==> src/rtl/gcd_disp_pkg.sv <==
// gcd_disp_pkg: shared states, segment codes and BCD helper for the GCD result display
package gcd_disp_pkg;
  typedef enum logic {IDLE, SHIFT} state_t;
  localparam int NUM_DIGITS = 3;
  localparam logic [6:0] SEG_BLANK = 7'b1111111;
  localparam logic [6:0] SEG_0 = 7'b1000000;
  localparam logic [6:0] SEG_1 = 7'b1111001;
  localparam logic [6:0] SEG_2 = 7'b0100100;
  localparam logic [6:0] SEG_3 = 7'b0110000;
  localparam logic [6:0] SEG_4 = 7'b0011001;
  localparam logic [6:0] SEG_5 = 7'b0010010;
  localparam logic [6:0] SEG_6 = 7'b0000010;
  localparam logic [6:0] SEG_7 = 7'b1111000;
  localparam logic [6:0] SEG_8 = 7'b0000000;
  localparam logic [6:0] SEG_9 = 7'b0010000;
  function automatic logic [3:0] add3(input logic [3:0] n);
    return (n >= 4'd5) ? n + 4'd3 : n;
  endfunction
endpackage

==> src/rtl/bcd_to_seg7.sv <==
// bcd_to_seg7: BCD nibble to active-low {g,f,e,d,c,b,a} segments, blank above 9
module bcd_to_seg7
  import gcd_disp_pkg::*;
(
  input  logic [3:0] nib,
  output logic [6:0] seg
);
  always_comb begin
    case (nib)
      4'd0: seg = SEG_0;
      4'd1: seg = SEG_1;
      4'd2: seg = SEG_2;
      4'd3: seg = SEG_3;
      4'd4: seg = SEG_4;
      4'd5: seg = SEG_5;
      4'd6: seg = SEG_6;
      4'd7: seg = SEG_7;
      4'd8: seg = SEG_8;
      4'd9: seg = SEG_9;
      default: seg = SEG_BLANK;
    endcase
  end
endmodule

==> src/rtl/gcd_result_display.sv <==
// gcd_result_display: captures a GCD result, converts it to BCD by double-dabble, scans a 4-digit 7-seg display.
// Optional macro LEADING_ZERO_BLANK_EN blanks leading zero digits.
module gcd_result_display
  import gcd_disp_pkg::*;
#(
  parameter int REFRESH_CNT = 100000
) (
  input  logic        clk,
  input  logic        clr,
  input  logic        load,
  input  logic [7:0]  din,
  output logic        busy,
  output logic        valid,
  output logic [11:0] bcd,
  output logic [3:0]  an,
  output logic [6:0]  seg
);
  localparam int CW = $clog2(REFRESH_CNT);
  state_t state, state_n;
  logic [2:0] step, step_n;
  logic [19:0] sh, sh_n, adj;
  logic [11:0] bcd_n;
  logic valid_n;
  logic [CW-1:0] cnt;
  logic [1:0] idx;
  logic [3:0] nib;
  logic [6:0] seg_dec;
  logic blank, wrap;
  assign busy = state == SHIFT;
  assign adj = {add3(sh[19:16]), add3(sh[15:12]), add3(sh[11:8]), sh[7:0]};
  always_comb begin
    state_n = state;
    step_n = step;
    sh_n = sh;
    bcd_n = bcd;
    valid_n = valid;
    if (state == IDLE) begin
      if (load) begin
        sh_n = {12'h000, din};
        step_n = '0;
        state_n = SHIFT;
      end
    end else begin
      sh_n = {adj[18:0], 1'b0};
      step_n = step + 3'd1;
      if (step == 3'd7) begin
        bcd_n = sh_n[19:8];
        valid_n = 1'b1;
        state_n = IDLE;
      end
    end
  end
  always_ff @(posedge clk or posedge clr) begin
    if (clr) begin
      state <= IDLE;
      step <= '0;
      sh <= '0;
      bcd <= '0;
      valid <= 1'b0;
    end else begin
      state <= state_n;
      step <= step_n;
      sh <= sh_n;
      bcd <= bcd_n;
      valid <= valid_n;
    end
  end
  assign wrap = cnt == CW'(REFRESH_CNT - 1);
  assign nib = idx == 2'd0 ? bcd[3:0] : idx == 2'd1 ? bcd[7:4] : bcd[11:8];
`ifdef LEADING_ZERO_BLANK_EN
  assign blank = idx == 2'd3 || (idx == 2'd2 && bcd[11:8] == 4'd0) || (idx == 2'd1 && bcd[11:4] == 8'd0);
`else
  assign blank = idx == 2'd3;
`endif
  bcd_to_seg7 u_dec (.nib(nib), .seg(seg_dec));
  // an/seg follow idx by one cycle; digits stay dark until a result exists
  always_ff @(posedge clk or posedge clr) begin
    if (clr) begin
      cnt <= '0;
      idx <= '0;
      an <= 4'b1111;
      seg <= SEG_BLANK;
    end else begin
      cnt <= wrap ? '0 : cnt + 1'b1;
      idx <= wrap ? idx + 2'd1 : idx;
      an <= valid ? ~(4'b0001 << idx) : 4'b1111;
      seg <= (!valid || blank) ? SEG_BLANK : seg_dec;
    end
  end
endmodule

==> config.mk <==
export PLATFORM = sky130hd
export DESIGN_NAME = gcd_result_display
export DESIGN_NICKNAME = d
export VERILOG_FILES = /design/src/rtl/gcd_disp_pkg.sv /design/src/rtl/bcd_to_seg7.sv /design/src/rtl/gcd_result_display.sv
export SDC_FILE = /design/constraint.sdc
export NUM_CORES = 1
export LEC_CHECK = 0
export CELL_PAD_IN_SITES_DETAIL_PLACEMENT = 1
export CELL_PAD_IN_SITES_GLOBAL_PLACEMENT = 2
export CORE_MARGIN = 2
export CORE_UTILIZATION = 25
export CTS_CLUSTER_SIZE = 28
export DETAILED_ROUTE_END_ITERATION = 6
export HOLD_SLACK_MARGIN = 0.1
export PLACE_DENSITY_LB_ADDON = 0.1
export SLEW_MARGIN = 20
export SYNTH_ARGS = -nofsm -noshare
export SYNTH_HDL_FRONTEND = slang
export SYNTH_SLANG_ARGS = --single-unit
==> constraint.sdc <==
create_clock -name clk -period 3.1 [get_ports clk]
set_input_delay 0.775 -clock clk [delete_from_list [all_inputs] [get_ports clk]]
set_output_delay 0.775 -clock clk [all_outputs]
set_load 0.01 [all_outputs]
; Word level (Yosys, flattened, before mapping)
; Memory sizes are Yosys's and may differ from the RTL's.
; Index checks and enable logic that the tools add are counted.
[word_totals]
rom_bits = 112
latch_bits = 0
wordCells = 45
memories = 1
ram_bits = 0
input_bits = 11
register_bits = 67
[op_classes]
n_eq_ne = 4
div = 0
n_bitwise = 1
n_shift = 1
muxes = 15
n_reduce_logical = 5
order_cmp = 3
add_sub_neg = 6
n_mul = 0
[memory_table]
columns = memory, words, word_bits, rd, rd_clocked_by_memory_dff, wr, line_no
row1 = (no name shown), 16, 7, 1, 0, 0, bcd_to_seg7.sv:9  ; case (nib)
[ops]
columns = operator, count
row1 = 20-bit two-way mux, 2
row2 = 4-bit two-way mux, 5
row3 = 17-bit by 1-bit adder with 17-bit output (second input constant), 1
row4 = 17-bit equality test (second input constant), 1
row5 = 17-bit two-way mux, 1
row6 = 4-bit by 3-bit >= comparator with 1-bit output (second input constant), 3
row7 = 3-bit two-way mux, 3
row8 = 4-bit by 2-bit adder with 4-bit output (second input constant), 2
row9 = 7-bit two-way mux, 1
row10 = 4-bit NOT, 1
row11 = 1-bit by 2-bit << shifter with 4-bit output (first input constant), 1
row12 = 3-bit by 1-bit adder with 3-bit output (second input constant), 1
row13 = 3-bit by 2-bit adder with 3-bit output (second input constant), 1
row14 = 3-bit equality test (second input constant), 1
row15 = 1-bit two-way mux, 3
row16 = 2-bit by 1-bit adder with 2-bit output (second input constant), 1
row17 = 2-bit by 1-bit equality test with 1-bit output (second input constant), 1
row18 = 2-bit equality test (second input constant), 1
row19 = 2-bit zero test, 1
row20 = 2-bit AND reduction, 1
row21 = 2-bit nonzero test, 1
row22 = 1-bit zero test, 1
row23 = 1-bit logical OR, 1

; Depth between registers and ports, before layout
; Gate-level depths: netlist (run 1).
; An unclocked memory read counts as a cell.
[depth]
depth_word = 5
depth_mapped = 9
ltp_nobuf = 8

; Cells and area by module
; A second synthesis (run 1) with hierarchy kept.
[unflattened]
cells_unflattened = 308
hier_area_um2 = 3323.2
[modules_own_cells]
columns = mod, area_each_um2, seq_area_each_um2, instances, cells_each
row1 = gcd_result_display, 3123.0, 1690.4, 1, 277
row2 = bcd_to_seg7, 200.2, 0.0, 1, 31

; Worst setup path after synthesis (run 1)
; OpenSTA, ideal clock, no wires.
[synth_timing]
path_type = reg2reg
start = register cnt[0]
end = register idx[1]
path_buffers = 1
arrival_ns = 1.619
synth_period_minus_slack_ns = 1.744
path_slack_ns = 1.356
required_time_ns = 2.975
stages_incl_launch_ff = 7
cell_sequence = dfrtp_1 > ha_1 > and4_1 > buf_2 > nand2_4 > nor3_4 > mux2_4
[synth_via]
elab_chain_len = 1
[synth_rtl]
columns = item, line_no
row1 = start: declaration, gcd_result_display.sv:24  ; logic [CW-1:0] cnt;
row2 = start signal: assignment, gcd_result_display.sv:84  ; cnt <= wrap ? '0 : cnt + 1'b1;
row3 = 17-bit equality test, gcd_result_display.sv:68  ; assign wrap = cnt == CW'(REFRESH_CNT - 1);
row4 = end signal: assignment, gcd_result_display.sv:85  ; idx <= wrap ? idx + 2'd1 : idx;
row5 = end: declaration, gcd_result_display.sv:25  ; logic [1:0] idx;
; No other way between the ends.
; A chain may end at the register's enable or synchronous reset.

; Final worst setup path (run 1)
[layout_timing]
start = register valid
end = output port valid
[layout_rtl]
columns = item, line_no
row1 = start: declaration, gcd_result_display.sv:13  ; output logic valid,
row2 = start signal: assignment, gcd_result_display.sv:65  ; valid <= valid_n;
; No word-level cell between the ends.

==> results by group, run 1 <==
Final layout
  • Layout area overhead: 26.7%
  • Share of cells above drive strength 1: 13.1%
  • N_diodes: 0
  • Final net count: 356
  • Design Area, Final: 0.00408 mm^2
  • # fillers: 1422

Clock tree
  • CTS Hold Bufs: 0
  • Maximum clock path buffer count: 2
  • CTS resizes: 0
  • Clk_lat worst skew: 330 ps
  • H-tree depth: 3
  • Clock sinks: 67
  • CTS clock-pin slew for the worst setup and hold paths: 50 ps
  • Post-CTS setup buffers: 0
  • CTS tree: yes
  • CTS buffer count: 9
  • Clock root buffer: clkbuf_16

Worst setup path
  • Data arrival time of the worst path: 1410 ps
  • Critical path depth in cells: 1
  • Slowest cell on crit path: clkdlybuf4s50_1
  • CP Buf/Inv Count: 1
  • Critical Path Start: valid
  • FF-to-FF path depth: 6
  • Type of origin of the critical path: flop
  • Critical Path End Type: output pin
  • Max FO, Critical Path: 8
  • Reg2reg setup slack: 1080 ps
  • Crit-path max cell delay: 590 ps
  • Worst r2r src: idx[1]
  • Reg-to-reg endpoint: seg[3]
  • Required @ worst endpoint: 2320 ps
  • Critical path's top delay family: buffers and inverters
  • Kind of critical path: reg2out
  • Ordered cell list for the critical path: clkdlybuf4s50_1

Route
  • First DRT Iteration DRCs: 79
  • Antenna Nets Post-Route: 0
  • Total iterations of the first detailed-routing run: 4
  • DR WL/cell: 14.0 um
  • Vias: 2234
  • Final WL: 7110 um
  • Drt via density: 4.41
  • DRC Markers: 0

Place
  • Placed cell areas: 0.00378 mm^2
  • Place WS: 1080 ps
  • Final Wtd Congestion: 0.733
  • Post-DP HPWL: 5130 um
  • I/O Buffers: 35

Die
  • Chip height: 117 um
  • Die W: 117 um
  • Row count: 41
  • Die area: 0.0138 mm^2
  • Starting Density: 25.5%
  • Area of the core: 0.0126 mm^2
  • IO Count: 36

Logic synthesis
  • Syn_nets: 316
  • Cells after Synth: 291
  • Area fraction of the dominant cell type after synthesis: 43.5%
  • Synth unique cells: 44
  • Yosys warns: 0
  • FF+latch count, synth: 67
  • Post-Synthesis Cell Area: 0.00322 mm^2
  • Synth area leaders: dfrtp_1, dfstp_2, mux2i_1
  • Number of synthesized flops with an enable pin: 0
  • Post-synth ARST share: 100%
  • Syn avg cell area: 11.1 um^2
  • Area leader, netlist: dfrtp_1
  • Top_reg_cell synth: dfrtp_1
  • Seq/Total Area, Yosys: 52.5%

Timing
  • Worst-margin pin slew: 682 ps
  • Final clock period utilization by the worst path: 70.4%
  • Final setup fails: 0
  • Rel. slew slack: 54.4%
  • FMAX: 0.458 GHz
  • Final Slew Violations: 0
  • Crit path time final: 2180 ps
  • Clk_skew: 4.08 ps
  • Final hold vios: 0
  • Setup_tns: 0 ps
  • Setup ws final: 918 ps
  • RSZ-0062 raised after global routing: false

Run status
  • Status: completed

Global routing
  • Vias in the first global route: 2437
  • Antenna violations before repair: 0
  • Largest net degree at the start of global routing: 38
  • Tot GR Track Use: 11.4%
  • Total grt overflow: 0
  • First-pass GRT wire length: 12300 um

Power and ir drop
  • Pwr Density: 942 mW/mm^2
  • Pleak: 1.81 nW
  • Peak supply drop: 0.234 mV

Flow run
  • Max Cap Violations: 0

Min path
  • Hold Path Class: reg2reg
  • Worst Hold Path EP: sh[6]
  • WHS Path Cells: 2
  • Min-delay src: sh[5]
## cell type report
cell class	instances	area [um^2]	area share (%)
inverters	11	41.3	1.01
clock buffers	13	260	6.38
repair buffers	39	393	9.63
well taps	172	215	5.27
flip-flops and latches	67	1690	41.4
clock inverters	2	35.0	0.859
multi-input cells	203	1450	35.4
## synth_stat cells, types with 2 or more instances
library cell	number
a21o_1	6
a21oi_1	12
a22o_1	3
a22oi_1	2
and2_1	2
and4_1	3
buf_1	2
buf_2	4
clkbuf_1	4
dfrtp_1	56
dfstp_2	11
ha_1	14
inv_1	11
mux2_2	7
mux2i_1	22
nand2_1	33
nand2b_1	5
nand3_1	4
nand4_1	4
nor2_1	16
nor3_1	4
nor3b_1	6
o21a_1	3
o21ai_0	19
o31ai_1	2
xnor2_1	14
xor2_1	5
## metrics by stage
| stage | util (%) | total power [mW] | std cells | hold slack [ps] |
|---|---|---|---|---|
| finish | 32.3 | 3.84 | 507 | 481 |
| global route | 32.3 | 4.16 | 507 | 507 |
| CTS | 32.3 | 3.94 | 507 | 490 |
| detailed placement | 30.0 | 2.88 | 492 | 475 |
| global placement | 30.0 | 2.86 | 492 | 469 |
| floorplan | - | 2.31 | 291 | 449 |
## per-layer routing
layer	GRT usage (%)	vias to the layer above	routed length, um
met5	0	-	0
met4	6.55	0	165
met3	2.71	11	256
met2	17.8	31	3210
met1	14.5	1100	3490
li1	-	1092	-
## power breakdown
part	switching, mW	internal, mW	leakage, nW
logic	0.701	0.723	0.833
clock network	0.357	0.661	0.146
registers	0.209	1.19	0.831
## cell families after synthesis
family / synth area share [%]
muxes: 9.76
buffers and inverters: 2.60
AOI/OAI and AO/OA: 9.87
adders and majority gates: 5.44
xor gates and xnor gates: 5.17
DFF: 52.5
and+or+nand+nor: 14.7
## placed cells by master, fill, tap and decap left out, types with 6 or more instances in the layout
master           count
nand2_1             33
nor3b_1              6
clkbuf_16            9
o21ai_0             19
dfrtp_1             56
xnor2_1             14
ha_1                14
a21o_1               6
inv_1               10
a21oi_1             12
nor2_1              16
mux2i_1             22
clkdlybuf4s50_1     35
dfstp_2             11
mux2_2               7
## state kept, by name, summed over array words and instances (netlist names)
signal  cells
idx         2
an          4
seg         7
cnt        17
valid       1
busy        1
step        3
sh         20
bcd        12
## how the worst max path moves through the flow
stage | end | slack [ps]
2_1_floorplan | bcd[0] | 660
3_3_place_gp | seg[6] | 1100
3_5_place_dp | sh[7] | 1080
4_1_cts | valid | 870
5_1_grt | valid | 840
6_report | valid | 920
(Power assumes the default switching activity.)
==> inputs of run 2 (changes only) <==
- clock period: 3.1 -> 1.9 ns (I/O delays scaled with it)
==> run 2 against run 1 <==
  * Global-route usage grew 0.31 points
  * Total power grew 65%
  * Register-to-register slack lost 930 ps
  * First-iteration DRC count grew 18%
  * Critical path depth is the same
  * Sequential power grew 63%
  * Utilization grew 1.1 points
  * Sequential share of layout area shrank 1.4 points
  * Non-clock buffer count grew 12
  * Cell area grew 3.5%
  * Clock-buffer cell count grew 1
  * Hold slack lost 1.5 ps
  * Critical path type unchanged
  * Largest power group unchanged
  * Highest routed layer unchanged
==> results by group, run 2 (synthesis results as in run 1) <==
Timing
  • Final setup fails: 0
  • Hold_ws: 480 ps
  • Crit path time final: 1860 ps
  • Setup_tns: 0 ps
  • Rel. slew slack: 73.5%
  • FMAX: 0.539 GHz
  • Final hold vios: 0
  • Worst-margin pin slew: 397 ps
  • Final clock period utilization by the worst path: 97.7%
  • Clk_skew: 4.67 ps
  • Setup ws final: 44.5 ps
  • Final Slew Violations: 0

Die
  • Area of the core: 0.0126 mm^2
  • Chip height: 117 um
  • Die area: 0.0138 mm^2
  • Starting Density: 25.5%
  • Die W: 117 um
  • Row count: 41
  • IO Count: 36

Min path
  • WHS Path Cells: 2
  • Min-delay src: sh[1]
  • Hold Path Class: reg2reg

Place
  • Post-DP HPWL: 5390 um
  • Place WS: 6.43 ps
  • Final Wtd Congestion: 0.728
  • I/O Buffers: 35

Worst setup path
  • Critical path depth in cells: 1
  • Critical Path End Type: output pin
  • Ordered cell list for the critical path: clkdlybuf4s50_1
  • Worst r2r src: idx[0]
  • Crit-path max cell delay: 530 ps
  • Kind of critical path: reg2out
  • Required @ worst endpoint: 1420 ps
  • CP Buf/Inv Count: 1
  • Critical path's top delay family: buffers and inverters
  • Type of origin of the critical path: flop
  • FF-to-FF path depth: 6
  • Critical Path Start: an[3]
  • Data arrival time of the worst path: 1380 ps
  • Max FO, Critical Path: 1
  • Slowest cell on crit path: clkdlybuf4s50_1

Power and ir drop
  • Pwr Density: 1500 mW/mm^2
  • Final Power: 6.35 mW
  • Pleak: 1.88 nW
  • Peak supply drop: 0.396 mV

Clock tree
  • CTS clock-pin slew for the worst setup and hold paths: 50 ps
  • Post-CTS setup buffers: 0
  • H-tree depth: 3
  • CTS tree: yes
  • CTS Hold Bufs: 0
  • Clock root buffer: clkbuf_16
  • Clk_lat worst skew: 340 ps
  • CTS buffer count: 9
  • Clock sinks: 67
  • Maximum clock path buffer count: 2

Final layout
  • Largest register FFs: 20
  • Final net count: 368
  • Layout area overhead: 31.2%
  • Share of cells above drive strength 1: 17.6%
  • Largest Register: sh
  • Largest regs: sh (20), cnt (17), bcd (12)
  • N_diodes: 0
  • Commonest non-fill, non-tap cells in the layout: dfrtp_1, clkdlybuf4s50_1, nand2_1
  • Commonest non-fill, non-tap cell in the layout: dfrtp_1
  • Utilization after layout: 33.5%

Global routing
  • First-pass GRT wire length: 12600 um
  • Total grt overflow: 0
  • Tot GR Track Use: 11.7%
  • Largest net degree at the start of global routing: 38
  • Vias in the first global route: 2447
  • Antenna violations before repair: 0

Route
  • DR WL/cell: 14.2 um
  • Final WL: 7390 um
  • WL met1: 3650 um
  • Met3 wire len: 217 um
  • Top Metal Used: met4
  • Met2 WL: 3340 um
  • First DRT Iteration DRCs: 93
  • Total iterations of the first detailed-routing run: 4
  • Vias: 2270
  • DRC Markers: 0
  • Antenna Nets Post-Route: 0
  • Drt via density: 4.37

Run status
  • Status: completed

Flow run
  • Max Cap Violations: 0
==> run 2: worst paths after layout <==
kind	slack, ps	end
min in group asynchronous	500	sh[19]
setup / recovery	40	an[3]
hold reg to reg	480	sh[2]
setup reg to reg	150	seg[3]
max in group asynchronous	890	an[1]
hold / removal	480	sh[2]
==> run 2: metal layers <==
| metal | vias to the layer above | global-route usage [%] |
|---|---|---|
| met5 | - | 0 |
| met4 | 0 | 7.23 |
| met3 | 12 | 2.81 |
| met2 | 27 | 18.1 |
| met1 | 1117 | 14.9 |
| li1 | 1114 | - |
==> run 2: layout make-up <==
cell class                 count  area [um^2]
fill                        1433         8400
sequential                    67         1690
multi-input combinational    203         1470
timing repair buffer          51          508
clock buffer                  14          294
tap                          172          215
inverter                      11         45.0
clock inverter                 1         5.00
==> run 2: repair_timing <==
action / CTS / global route
gates cloned: 0 / 0
setup endpoints to repair: 1 / 6
resized for setup: 1 / 3
==> run 2: report_power, final <==
part | internal, mW | switching, mW
sequential | 1.94 | 0.333
combinational | 1.24 | 1.18
clock | 1.05 | 0.604
total | 4.24 | 2.11
==> run 2: metrics by stage <==
stage | instances | instance area [um^2]
after floorplan | 291 | 3220
after global placement | 504 | 3900
after detailed placement | 504 | 3900
final | 519 | 4220
after CTS | 519 | 4210
after global routing | 519 | 4220
